<file path="src/rtl/fifo_buffer_pkg.sv">
`default_nettype none
// +----------------------------------------------------------------------+
// | fifo_buffer_pkg : default sizes and pointer-width helper for the FIFO |
// | Revision 1.0                                                          |
// +----------------------------------------------------------------------+
package fifo_buffer_pkg;

  localparam int DATA_W_DEF = 4;
  localparam int DEPTH_DEF  = 8;

  // Ceiling log2, floored at 1 so a pointer is never zero bits wide.
  function automatic int clog2(input int n);
    int w;
    w = 0;
    while ((1 << w) < n) w++;
    return (w < 1) ? 1 : w;
  endfunction

endpackage : fifo_buffer_pkg
`default_nettype wire

</file>
<file path="src/rtl/fifo_buffer_mem.sv">
`default_nettype none
// +----------------------------------------------------------------------+
// | fifo_buffer_mem : DEPTH x DATA_W register file, sync write, comb read |
// | Revision 1.0                                                          |
// +----------------------------------------------------------------------+
module fifo_buffer_mem
  import fifo_buffer_pkg::*;
#(
  parameter int DATA_W = DATA_W_DEF,
  parameter int DEPTH  = DEPTH_DEF,
  parameter int PTR_W  = clog2(DEPTH)
) (
  input  logic              clk,
  input  logic              we,
  input  logic [PTR_W-1:0]  waddr,
  input  logic [DATA_W-1:0] wdata,
  input  logic [PTR_W-1:0]  raddr,
  output logic [DATA_W-1:0] rdata
);

  logic [DATA_W-1:0] mem [DEPTH];

  // Storage carries no reset; the pointers alone define what is valid.
  always_ff @(posedge clk) begin
    if (we) mem[waddr] <= wdata;
  end

  assign rdata = mem[raddr];

endmodule : fifo_buffer_mem
`default_nettype wire

</file>
<file path="src/rtl/fifo_buffer_sync.sv">
`default_nettype none
// +----------------------------------------------------------------------+
// | fifo_buffer_sync : single-clock FIFO with enable and registered read  |
// | Revision 1.0                                                          |
// +----------------------------------------------------------------------+
module fifo_buffer_sync
  import fifo_buffer_pkg::*;
#(
  parameter int DATA_W = DATA_W_DEF,
  parameter int DEPTH  = DEPTH_DEF
) (
  input  logic              Clk,
  input  logic              Rst,
  input  logic              EN,
  input  logic              WR,
  input  logic              RD,
  input  logic [DATA_W-1:0] dataIn,
  output logic [DATA_W-1:0] dataOut,
  output logic              EMPTY,
  output logic              FULL
);

  localparam int PTR_W = clog2(DEPTH);
  localparam logic [PTR_W:0] CNT_FULL = (PTR_W+1)'(DEPTH);

  logic [PTR_W-1:0]  wr_ptr;
  logic [PTR_W-1:0]  rd_ptr;
  logic [PTR_W:0]    count;
  logic [DATA_W-1:0] rdata;
  logic              wr_ok;
  logic              rd_ok;

  // Flags decode straight from the count register, so they are glitch-free.
  assign EMPTY = (count == '0);
  assign FULL  = (count == CNT_FULL);

  assign wr_ok = EN & WR & ~FULL;
  assign rd_ok = EN & RD & ~EMPTY;

  fifo_buffer_mem #(
    .DATA_W (DATA_W),
    .DEPTH  (DEPTH),
    .PTR_W  (PTR_W)
  ) u_mem (
    .clk   (Clk),
    .we    (wr_ok),
    .waddr (wr_ptr),
    .wdata (dataIn),
    .raddr (rd_ptr),
    .rdata (rdata)
  );

  always_ff @(posedge Clk) begin
    if (!Rst) begin
      wr_ptr  <= '0;
      rd_ptr  <= '0;
      count   <= '0;
      dataOut <= '0;
    end else begin
      if (wr_ok) wr_ptr <= wr_ptr + 1'b1;
      if (rd_ok) begin
        rd_ptr  <= rd_ptr + 1'b1;
        dataOut <= rdata;
      end
      case ({wr_ok, rd_ok})
        2'b10:   count <= count + 1'b1;
        2'b01:   count <= count - 1'b1;
        default: count <= count;
      endcase
    end
  end

endmodule : fifo_buffer_sync
`default_nettype wire

</file>
<file path="config.mk">
export PLATFORM = sky130hd
export DESIGN_NAME = fifo_buffer_sync
export DESIGN_NICKNAME = d
export VERILOG_FILES = /design/src/rtl/fifo_buffer_pkg.sv /design/src/rtl/fifo_buffer_mem.sv /design/src/rtl/fifo_buffer_sync.sv
export SDC_FILE = /design/constraint.sdc
export NUM_CORES = 1
export LEC_CHECK = 0
export ABC_AREA = 1
export BUFFER_PORTS_ARGS = -buffer_cell sky130_fd_sc_hd__buf_2
export CAP_MARGIN = 5
export CORE_MARGIN = 10
export CORE_UTILIZATION = 35
export DETAILED_ROUTE_END_ITERATION = 10
export PLACE_DENSITY = 0.48
export SETUP_SLACK_MARGIN = 0.4
export SLEW_MARGIN = 20
export SYNTH_ARGS = -nofsm -noshare
export SYNTH_HDL_FRONTEND = slang
export SYNTH_SLANG_ARGS = --single-unit
</file>
<file path="constraint.sdc">
create_clock -name Clk -period 3.7 [get_ports Clk]
set_input_delay 0.555 -clock Clk [delete_from_list [all_inputs] [get_ports Clk]]
set_output_delay 0.555 -clock Clk [all_outputs]
set_load 0.05 [all_outputs]
</file>
==> flow_summary.toml, run 1 <==
[run_status]
status = "finished clean"

[worst_setup_path]
crit_path_frequent_cell = "nand2_1"
cp-end-kind = "flop"
critPathKind = "flop to flop"
worstPathCellList = "nor2_1 > nand3_2 > inv_1 > nor2_4 > ha_1 > ha_1 > or2_2 > nand2_1 > nand3_1 > nand2_1 > nand2_1 > a21oi_1"
cp.arrival_ns = 2.32
cp_slowest_cell = "dfxtp_1"
cp_max_fo = 7
worstPathRequired_ns = 3.93
slowest_delay_ns = 0.35
startpoint_type = "flop"

[timing]
clock_skew_ns = 0.00750
setup_tns_ns = 0
hold_viol_final = 0
slew_violations = 0
fin_crit_sh_pct = 56.5
rsz0062_at_grt = "no"
slew_headroom_pct = 37.8
tightest_slew_ns = 0.926
fmax_mhz = 478
period_minus_slack_ns = 2.09
worst_hold_slack_ns = 0.465
finalSetupViolCount = 0

[power_and_ir_drop]
power.total_w = 0.00115
p_leak_nw = 1.00
vdd_drop_max_mv = 0.175
power.density_nw_per_um2 = 487

[synth]
netlist_instances = 227
ys_warn_count = 0
ys_seq_area_share_pct = 58.7
synth_nets = 242
yosys.area_share.simple_pct = 23.1
synth_compound_area_share_pct = 4.74
ys_seq_elements = 46
synth_mux_area_share_pct = 0
syn_avg_cell_area_um2 = 9.31
synth_area_um2 = 2110
yosys.area_share.xor_xnor_pct = 0.414
synth_fa_ha_area_share_pct = 3.91
synth_cell_types = 23
synth_top_family_by_area = "simple AND/OR/NAND/NOR gates"

[route]
wl_per_cell_um = 13.8
route.detailed.drc = 0
drtIter0Drc = 43
wl_um = 4420
vias_per_cell = 4.62
firstDrtPassIters = 4
via_count = 1478
drtAntennaViolNets = 0

[run]
cap_violations = 0

[place]
hpwl_um = 3180
place_congestion = 0.779
port_buffers = 14

[cells_and_area]
drive_above_1_share_pct = 12.7
area_growth_syn_to_layout_pct = 11.7
final_cell_mix = "nand2_1, inv_1, edfxtp_1, nand3_1"
num_antenna_cells = 0
fin_nets = 259
final_common_cell = "nand2_1"
fin_util_pct = 40.1

[global_route]
grt_antenna_before_repair = 0
use_met1_pct = 12.7
top_usage_layer = "met2"
grt_pass1_wl_um = 7280
grt_overflow = 0
grt_util_met3_pct = 2.92
track_usage_pct = 9.55
grt_pass1_vias = 1400
use_met2_pct = 14.1
grt_max_degree = 21

[floorplan]
fp-row-count = 28
die_area_um2 = 9550
num_io_pins = 15
initial_core_util_pct = 35.9
die_w_um = 97.7
core_area_um2 = 5890
dieHeight_um = 97.7

[clock_tree]
cts_resized = 0
clk_path_buf_depth = 2
cts.htree.levels = 2
postCtsSetupRepairBufs = 0
cts_buffers = 5
clkLatencyLatePin_ns = 0.29
path_clk_slew_ns = 0.09
cts_tree = "yes"
cts_root_buf = "clkbuf_8"
cts_hold_buf = 0
cts.sinks = 46

[worst_hold_path]
min_path_type = "flop to flop"
-- per-stage QoR --
step           cell area, um2  worst slack [ns]  cells
6_report                 2360              1.61    320
5_1_grt                  2360              1.46    320
4_1_cts                  2360              1.60    320
3_5_place_dp             2240              1.52    312
3_3_place_gp             2240              1.55    312
2_1_floorplan            2110              1.47    227
-- where the power goes --
part / internal, W / leakage [nW] / switching, W
logic: 0.0000533 / 0.542 / 0.000123
clock network: 0.000220 / 0.0585 / 0.000162
registers: 0.000568 / 0.403 / 0.0000227
total: 0.000842 / 1.00 / 0.000307
-- worst max-delay path: cells and delay by family, from the launching register on --
kind            cells  cell delay [ns]
flops               1             0.35
buf+inv             1             0.14
fa+ha+maj           2             0.54
simple gates        8             0.88
compound gates      1             0.11
-- path summary, 6_finish.rpt --
check / start / endpoint / slack [ns] / cells after the start
worst min register to register: dataOut[3] / dataOut[3] / 0.47 / 2
worst max register to register: count[1] / count[3] / 1.61 / 12
worst min-delay path: dataOut[3] / dataOut[3] / 0.47 / 2
worst max-delay path: count[1] / count[3] / 1.61 / 12
-- cells by family after synthesis --
| group | count (synthesis) |
|---|---|
| AND/OR/NAND/NOR | 108 |
| buffers and inverters | 46 |
| flip-flops | 46 |
| adder cells (fa/ha/maj) | 6 |
| AO/OA/AOI/OAI | 20 |
| XOR/XNOR | 1 |
-- final cells by class --
type / count / area, um2
Inverter: 42 / 160
Multi-Input combinational cell: 135 / 679
Timing Repair Buffer: 14 / 70.1
Clock buffer: 7 / 86.3
Tap cell: 75 / 93.8
Clock inverter: 1 / 30.0
Fill cell: 615 / 3520
Sequential cell: 46 / 1240
-- cell usage after synthesis (all sizes together) --
cell / instances / share of area, %
a21oi: 12 / 2.8
buf: 4 / 1.5
clkinv: 1 / 0.18
dfxtp: 14 / 13
edfxtp: 32 / 45
fa: 1 / 0.95
ha: 5 / 3.0
inv: 41 / 7.4
nand2: 61 / 11
nand3: 30 / 8.1
nand4: 1 / 0.30
nor2: 9 / 2.0
nor3: 6 / 1.4
o21ai: 8 / 1.9
or2: 1 / 0.30
xnor2: 1 / 0.41
-- layer usage --
| layer | up-vias | share of wire [%] |
|---|---|---|
| li1 | 771 | - |
| met1 | 674 | 49 |
| met2 | 25 | 45 |
| met3 | 8 | 4.2 |
| met4 | 0 | 1.9 |
| met5 | - | 0 |
-- sequential cells by signal (all words and copies together), names as in the netlist --
| name | flops |
|---|---|
| dataOut | 4 |
| u_mem.mem | 32 |
| rd_ptr | 3 |
| count | 4 |
| wr_ptr | 3 |
Power figures use the tool's default switching activity.
==> inputs of run 2 (changes only) <==
==> constraint.sdc (replaced) <==
create_clock -name Clk -period 1.94 [get_ports Clk]
set_input_delay 0.291 -clock Clk [delete_from_list [all_inputs] [get_ports Clk]]
set_output_delay 0.291 -clock Clk [all_outputs]
set_load 0.05 [all_outputs]
==> flow_summary.toml, run 2 (same netlist as run 1, synthesis figures left out) <==
[run_status]
status = "finished clean"

[timing]
clock_skew_ns = 0.00869
slew_violations = 0
fmax_mhz = 582
fin_crit_sh_pct = 88.6
slew_headroom_pct = 72.1
rsz0062_at_grt = "yes"
finalSetupViolCount = 0
hold_viol_final = 0
tightest_slew_ns = 0.417
period_minus_slack_ns = 1.72

[power_and_ir_drop]
power.total_w = 0.00231
swShare_pct = 27.9
pwr-share-comb_pct = 20.7
p_clk_share_pct = 31.2
power_frac_seq_pct = 48.1
switchingPower_w = 0.000645
power.density_nw_per_um2 = 901
vdd_drop_max_mv = 0.468
p_int_w = 0.00166
p_leak_nw = 1.09

[worst_setup_path]
worstPathCellList = "nor2_4 > nand3_4 > clkinvlp_4 > nor2_4 > ha_4 > ha_4 > or2_4 > nand2_1 > nand3_1 > nand2_1 > nand2_1 > a21oi_1"
path_buf_inv = 1
cp_top_family = "simple AND/OR/NAND/NOR gates"
cp.arrival_ns = 1.95
reg2reg_slack_ns = 0.22
crit_start = "count[1]"
reg2reg_from = "count[1]"
cp_slowest_cell = "dfxtp_4"
critPathKind = "flop to flop"
cp-endpoint = "count[3]"
startpoint_type = "flop"
r2r-end = "count[3]"
cp_max_fo = 4
slowest_delay_ns = 0.37
ff2ff_path_depth = 12
crit_path_frequent_cell = "nand2_1"
crit_cells = 12
worstPathRequired_ns = 2.17
cp-end-kind = "flop"

[floorplan]
initial_core_util_pct = 35.9
num_io_pins = 15
die_w_um = 97.7
core_area_um2 = 5890
die_area_um2 = 9550
dieHeight_um = 97.7
fp-row-count = 28

[route]
wl_um = 4530
drtIter0Drc = 21
wl_per_cell_um = 13.4
via_count = 1505
route.detailed.drc = 0
drtAntennaViolNets = 0
firstDrtPassIters = 4
vias_per_cell = 4.47

[cells_and_area]
final_common_cell = "nand2_1"
area_growth_syn_to_layout_pct = 21.3
final_cells = 337
regMostFlops = "u_mem.mem"
num_antenna_cells = 0
largest_register_ffs = 32
drive_above_1_share_pct = 23.7
largestRegisters = "u_mem.mem (32), count (4), dataOut (4)"
fin_nets = 276
final_cell_mix = "nand2_1, inv_1, edfxtp_1, nand3_1, buf_4"

[run]
cap_violations = 0

[clock_tree]
clkLatencyLatePin_ns = 0.30
cts_tree = "yes"
clk_path_buf_depth = 2
cts_hold_buf = 0
cts.htree.levels = 2
cts_buffers = 5
path_clk_slew_ns = 0.09
cts_root_buf = "clkbuf_8"
cts.sinks = 46

[global_route]
grt_max_degree = 17
grt_antenna_before_repair = 0
grt_pass1_vias = 1485
grt_pass1_wl_um = 7630
track_usage_pct = 10.1
grt_overflow = 0

[worst_hold_path]
min_path_type = "input pin to flop"

[place]
place_congestion = 0.737
dp.cells = 322
hpwl_um = 3340
port_buffers = 14
[run 2: what timing repair did]
action,4_1_cts,5_1_grt
hold endpoints to repair,0,0
setup endpoints to repair,5,12
pin swaps,2,2
cloned,0,0
resized for setup,3,9
buffers inserted,5,2
[run 2: how the worst min path moves through the flow]
stage / start / end / slack (ns) / cells after the start
6_report: dataIn[3] / u_mem.mem[7][3] / 0.27 / 1
5_1_grt: dataIn[3] / u_mem.mem[7][3] / 0.27 / 1
4_1_cts: dataIn[3] / u_mem.mem[7][3] / 0.27 / 1
3_5_place_dp: dataOut[0] / dataOut[0] / 0.46 / 2
3_3_place_gp: dataOut[0] / dataOut[0] / 0.45 / 2
2_1_floorplan: dataIn[0] / u_mem.mem[0][0] / 0.39 / 0
[run 2: power groups by stage]
| stage | Clock (W) | Combinational [W] | Sequential [W] |
|---|---|---|---|
| 2_1_floorplan | 0 | 0.000288 | 0.00115 |
| 3_3_place_gp | 0 | 0.000413 | 0.00114 |
| 3_5_place_dp | 0 | 0.000415 | 0.00114 |
| 4_1_cts | 0.000734 | 0.000443 | 0.00111 |
| 5_1_grt | 0.000777 | 0.000532 | 0.00112 |
| 6_report | 0.000720 | 0.000478 | 0.00111 |
[run 2: layout make-up]
| type | count | area, um2 |
|---|---|---|
| Inverter | 42 | 164 |
| Sequential cell | 46 | 1250 |
| Clock inverter | 3 | 45.0 |
| Fill cell | 599 | 3320 |
| Timing Repair Buffer | 31 | 210 |
| Clock buffer | 5 | 68.8 |
| Multi-Input combinational cell | 135 | 729 |
| Tap cell | 75 | 93.8 |
[run 2: metrics by stage]
step	instance area, um2	hold slack [ns]	setup WS [ns]	TNS [ns]	utilization (%)
final	2560	0.273	0.221	0	43.5
after global routing	2560	0.273	0.131	0	43.5
after CTS	2530	0.266	0.205	0	43.0
after detailed placement	2370	0.457	0.167	0	40.2
after global placement	2370	0.453	0.216	0	40.2
after floorplan	2160	0.390	-0.0271	-0.0395	-
[run 2: metal layers]
layer / global-route usage [%] / share of wire, % / up-vias
met5: 0 / 0 / -
met1: 12.1 / 45 / 673
li1: - / - / 804
met4: 3.69 / 1.5 / 0
met2: 16.6 / 49 / 23
met3: 3.13 / 4.3 / 5
==> inputs of run 3 (changes only) <==
--- a/config.mk
+++ b/config.mk
@@ -6,12 +6,12 @@
 export NUM_CORES = 1
 export LEC_CHECK = 0
 export ABC_AREA = 1
-export BUFFER_PORTS_ARGS = -buffer_cell sky130_fd_sc_hd__buf_2
+export BUFFER_PORTS_ARGS = -buffer_cell sky130_fd_sc_hd__buf_4
 export CAP_MARGIN = 5
 export CORE_MARGIN = 10
-export CORE_UTILIZATION = 35
+export CORE_UTILIZATION = 40
 export DETAILED_ROUTE_END_ITERATION = 10
-export PLACE_DENSITY = 0.48
+export PLACE_DENSITY = 0.54
 export SETUP_SLACK_MARGIN = 0.4
 export SLEW_MARGIN = 20
 export SYNTH_ARGS = -nofsm -noshare
==> flow_summary.toml, run 3 (same netlist as run 1, synthesis figures left out) <==
[power_and_ir_drop]
power.density_nw_per_um2 = 881
p_leak_nw = 1.09
p_clk_share_pct = 30.5
swShare_pct = 27.4
pwr-share-comb_pct = 20.4
vdd_drop_max_mv = 0.550
power.total_w = 0.00228
p_int_w = 0.00166
switchingPower_w = 0.000625
power_frac_seq_pct = 49.1

[worst_setup_path]
worstPathRequired_ns = 2.16
critPathKind = "flop to flop"
reg2reg_from = "count[3]"
crit_start = "count[3]"
startpoint_type = "flop"
cp-end-kind = "flop"
cp_max_fo = 4
r2r-end = "count[3]"
cp.arrival_ns = 2.00
reg2reg_slack_ns = 0.16
ff2ff_path_depth = 12

[global_route]
grt_antenna_before_repair = 0
grt_max_degree = 17
grt_pass1_vias = 1535
track_usage_pct = 10.6
grt_pass1_wl_um = 7310
grt_overflow = 0

[timing]
fin_crit_sh_pct = 91.6
setup_tns_ns = 0
hold_viol_final = 0
finalSetupViolCount = 0
period_minus_slack_ns = 1.78
slew_violations = 0
fmax_mhz = 563
tightest_slew_ns = 0.316
rsz0062_at_grt = "yes"
worst_hold_slack_ns = 0.243
slew_headroom_pct = 78.8
clock_skew_ns = 0.00669

[floorplan]
fp-row-count = 26
initial_core_util_pct = 41.4
num_io_pins = 15
dieHeight_um = 92.7
core_area_um2 = 5110
die_area_um2 = 8590
die_w_um = 92.7

[clock_tree]
clkLatencyLatePin_ns = 0.29
cts.sinks = 46
path_clk_slew_ns = 0.09
clk_path_buf_depth = 2
cts_buffers = 5
cts.htree.levels = 2
cts_tree = "yes"
cts_root_buf = "clkbuf_8"
cts_hold_buf = 0

[cells_and_area]
largestRegisters = "u_mem.mem (32), count (4), dataOut (4)"
final_cell_mix = "nand2_1, inv_1, edfxtp_1, buf_4, nand3_1"
fin_nets = 274
largest_register_ffs = 32
final_common_cell = "nand2_1"
fillers = 497
drive_above_1_share_pct = 24.2
regMostFlops = "u_mem.mem"
area_growth_syn_to_layout_pct = 22.5
num_antenna_cells = 0

[worst_hold_path]
worstHoldStart = "dataIn[0]"
holdPathEnd = "u_mem.mem[4][0]"
hold_path_depth = 1
min_path_type = "input pin to flop"

[route]
drtIter0Drc = 49
firstDrtPassIters = 4
drtAntennaViolNets = 0
via_count = 1524
wl_per_cell_um = 13.0
vias_per_cell = 4.62
route.detailed.drc = 0
wl_um = 4290

[run_status]
status = "finished clean"

[run]
cap_violations = 0

[place]
hpwl_um = 3120
port_buffers = 14
place_congestion = 0.813
run 3: worst max path at each step:
stage | depth (start not counted) | slack, ns | end
after floorplan | 12 | -0.03 | count[3]
after global placement | 11 | 0.21 | count[3]
after detailed placement | 12 | 0.17 | count[3]
after CTS | 12 | 0.22 | count[3]
after global routing | 12 | 0.05 | count[3]
final | 12 | 0.16 | count[3]
run 3: area by class of cell:
cell class                      instances  area [um2]  share of cell area (%)
Clock inverter                          2        37.5                    1.45
Multi-Input combinational cell        135         748                    28.9
Inverter                               42         166                    6.43
Sequential cell                        46        1250                    48.5
Timing Repair Buffer                   29         221                    8.55
Clock buffer                            6        72.6                    2.80
Tap cell                               70        87.6                    3.38
run 3: routing by layer:
layer,part of all wire (%),up-vias,track usage (%)
li1,-,797,-
met1,48,695,12.8
met5,0,-,0
met2,48,26,17.9
met3,2.8,6,2.66
met4,1.4,0,3.47
run 3: what timing repair did:
action / in CTS / in global routing
endpoints found under the setup margin: 3 / 17
setup buffers: 3 / 4
resized for setup: 4 / 10
pin swaps: 3 / 3
run 3: per-stage QoR:
step | cell area (um2) | setup WS, ns | utilization [%] | cells
CTS | 2530 | 0.215 | 49.6 | 326
global route | 2590 | 0.0528 | 50.7 | 330
detailed placement | 2380 | 0.170 | 46.6 | 315
global placement | 2380 | 0.211 | 46.6 | 315
finish | 2590 | 0.163 | 50.7 | 330
floorplan | 2160 | -0.0271 | - | 227
run 3: worst max-delay path: stages (launching register included):
cell and delay [ns]:
dfxtp_4 0.37, inv_2 0.05, nand3_4 0.09, clkinvlp_4 0.11, nor2_4 0.14, ha_4 0.18, ha_4 0.20, or2_4 0.23
nand2_2 0.05, nand3_1 0.06, nand2_1 0.08, nand2_2 0.05, a21oi_2 0.09
run 3: power groups by stage:
stage                     Combinational [W]  Clock (W)  Sequential [W]
after floorplan                    0.000288          0         0.00115
after global placement             0.000416          0         0.00114
after detailed placement           0.000417          0         0.00114
after CTS                          0.000440   0.000712         0.00112
after global routing               0.000518   0.000743         0.00112
final                              0.000465   0.000697         0.00112
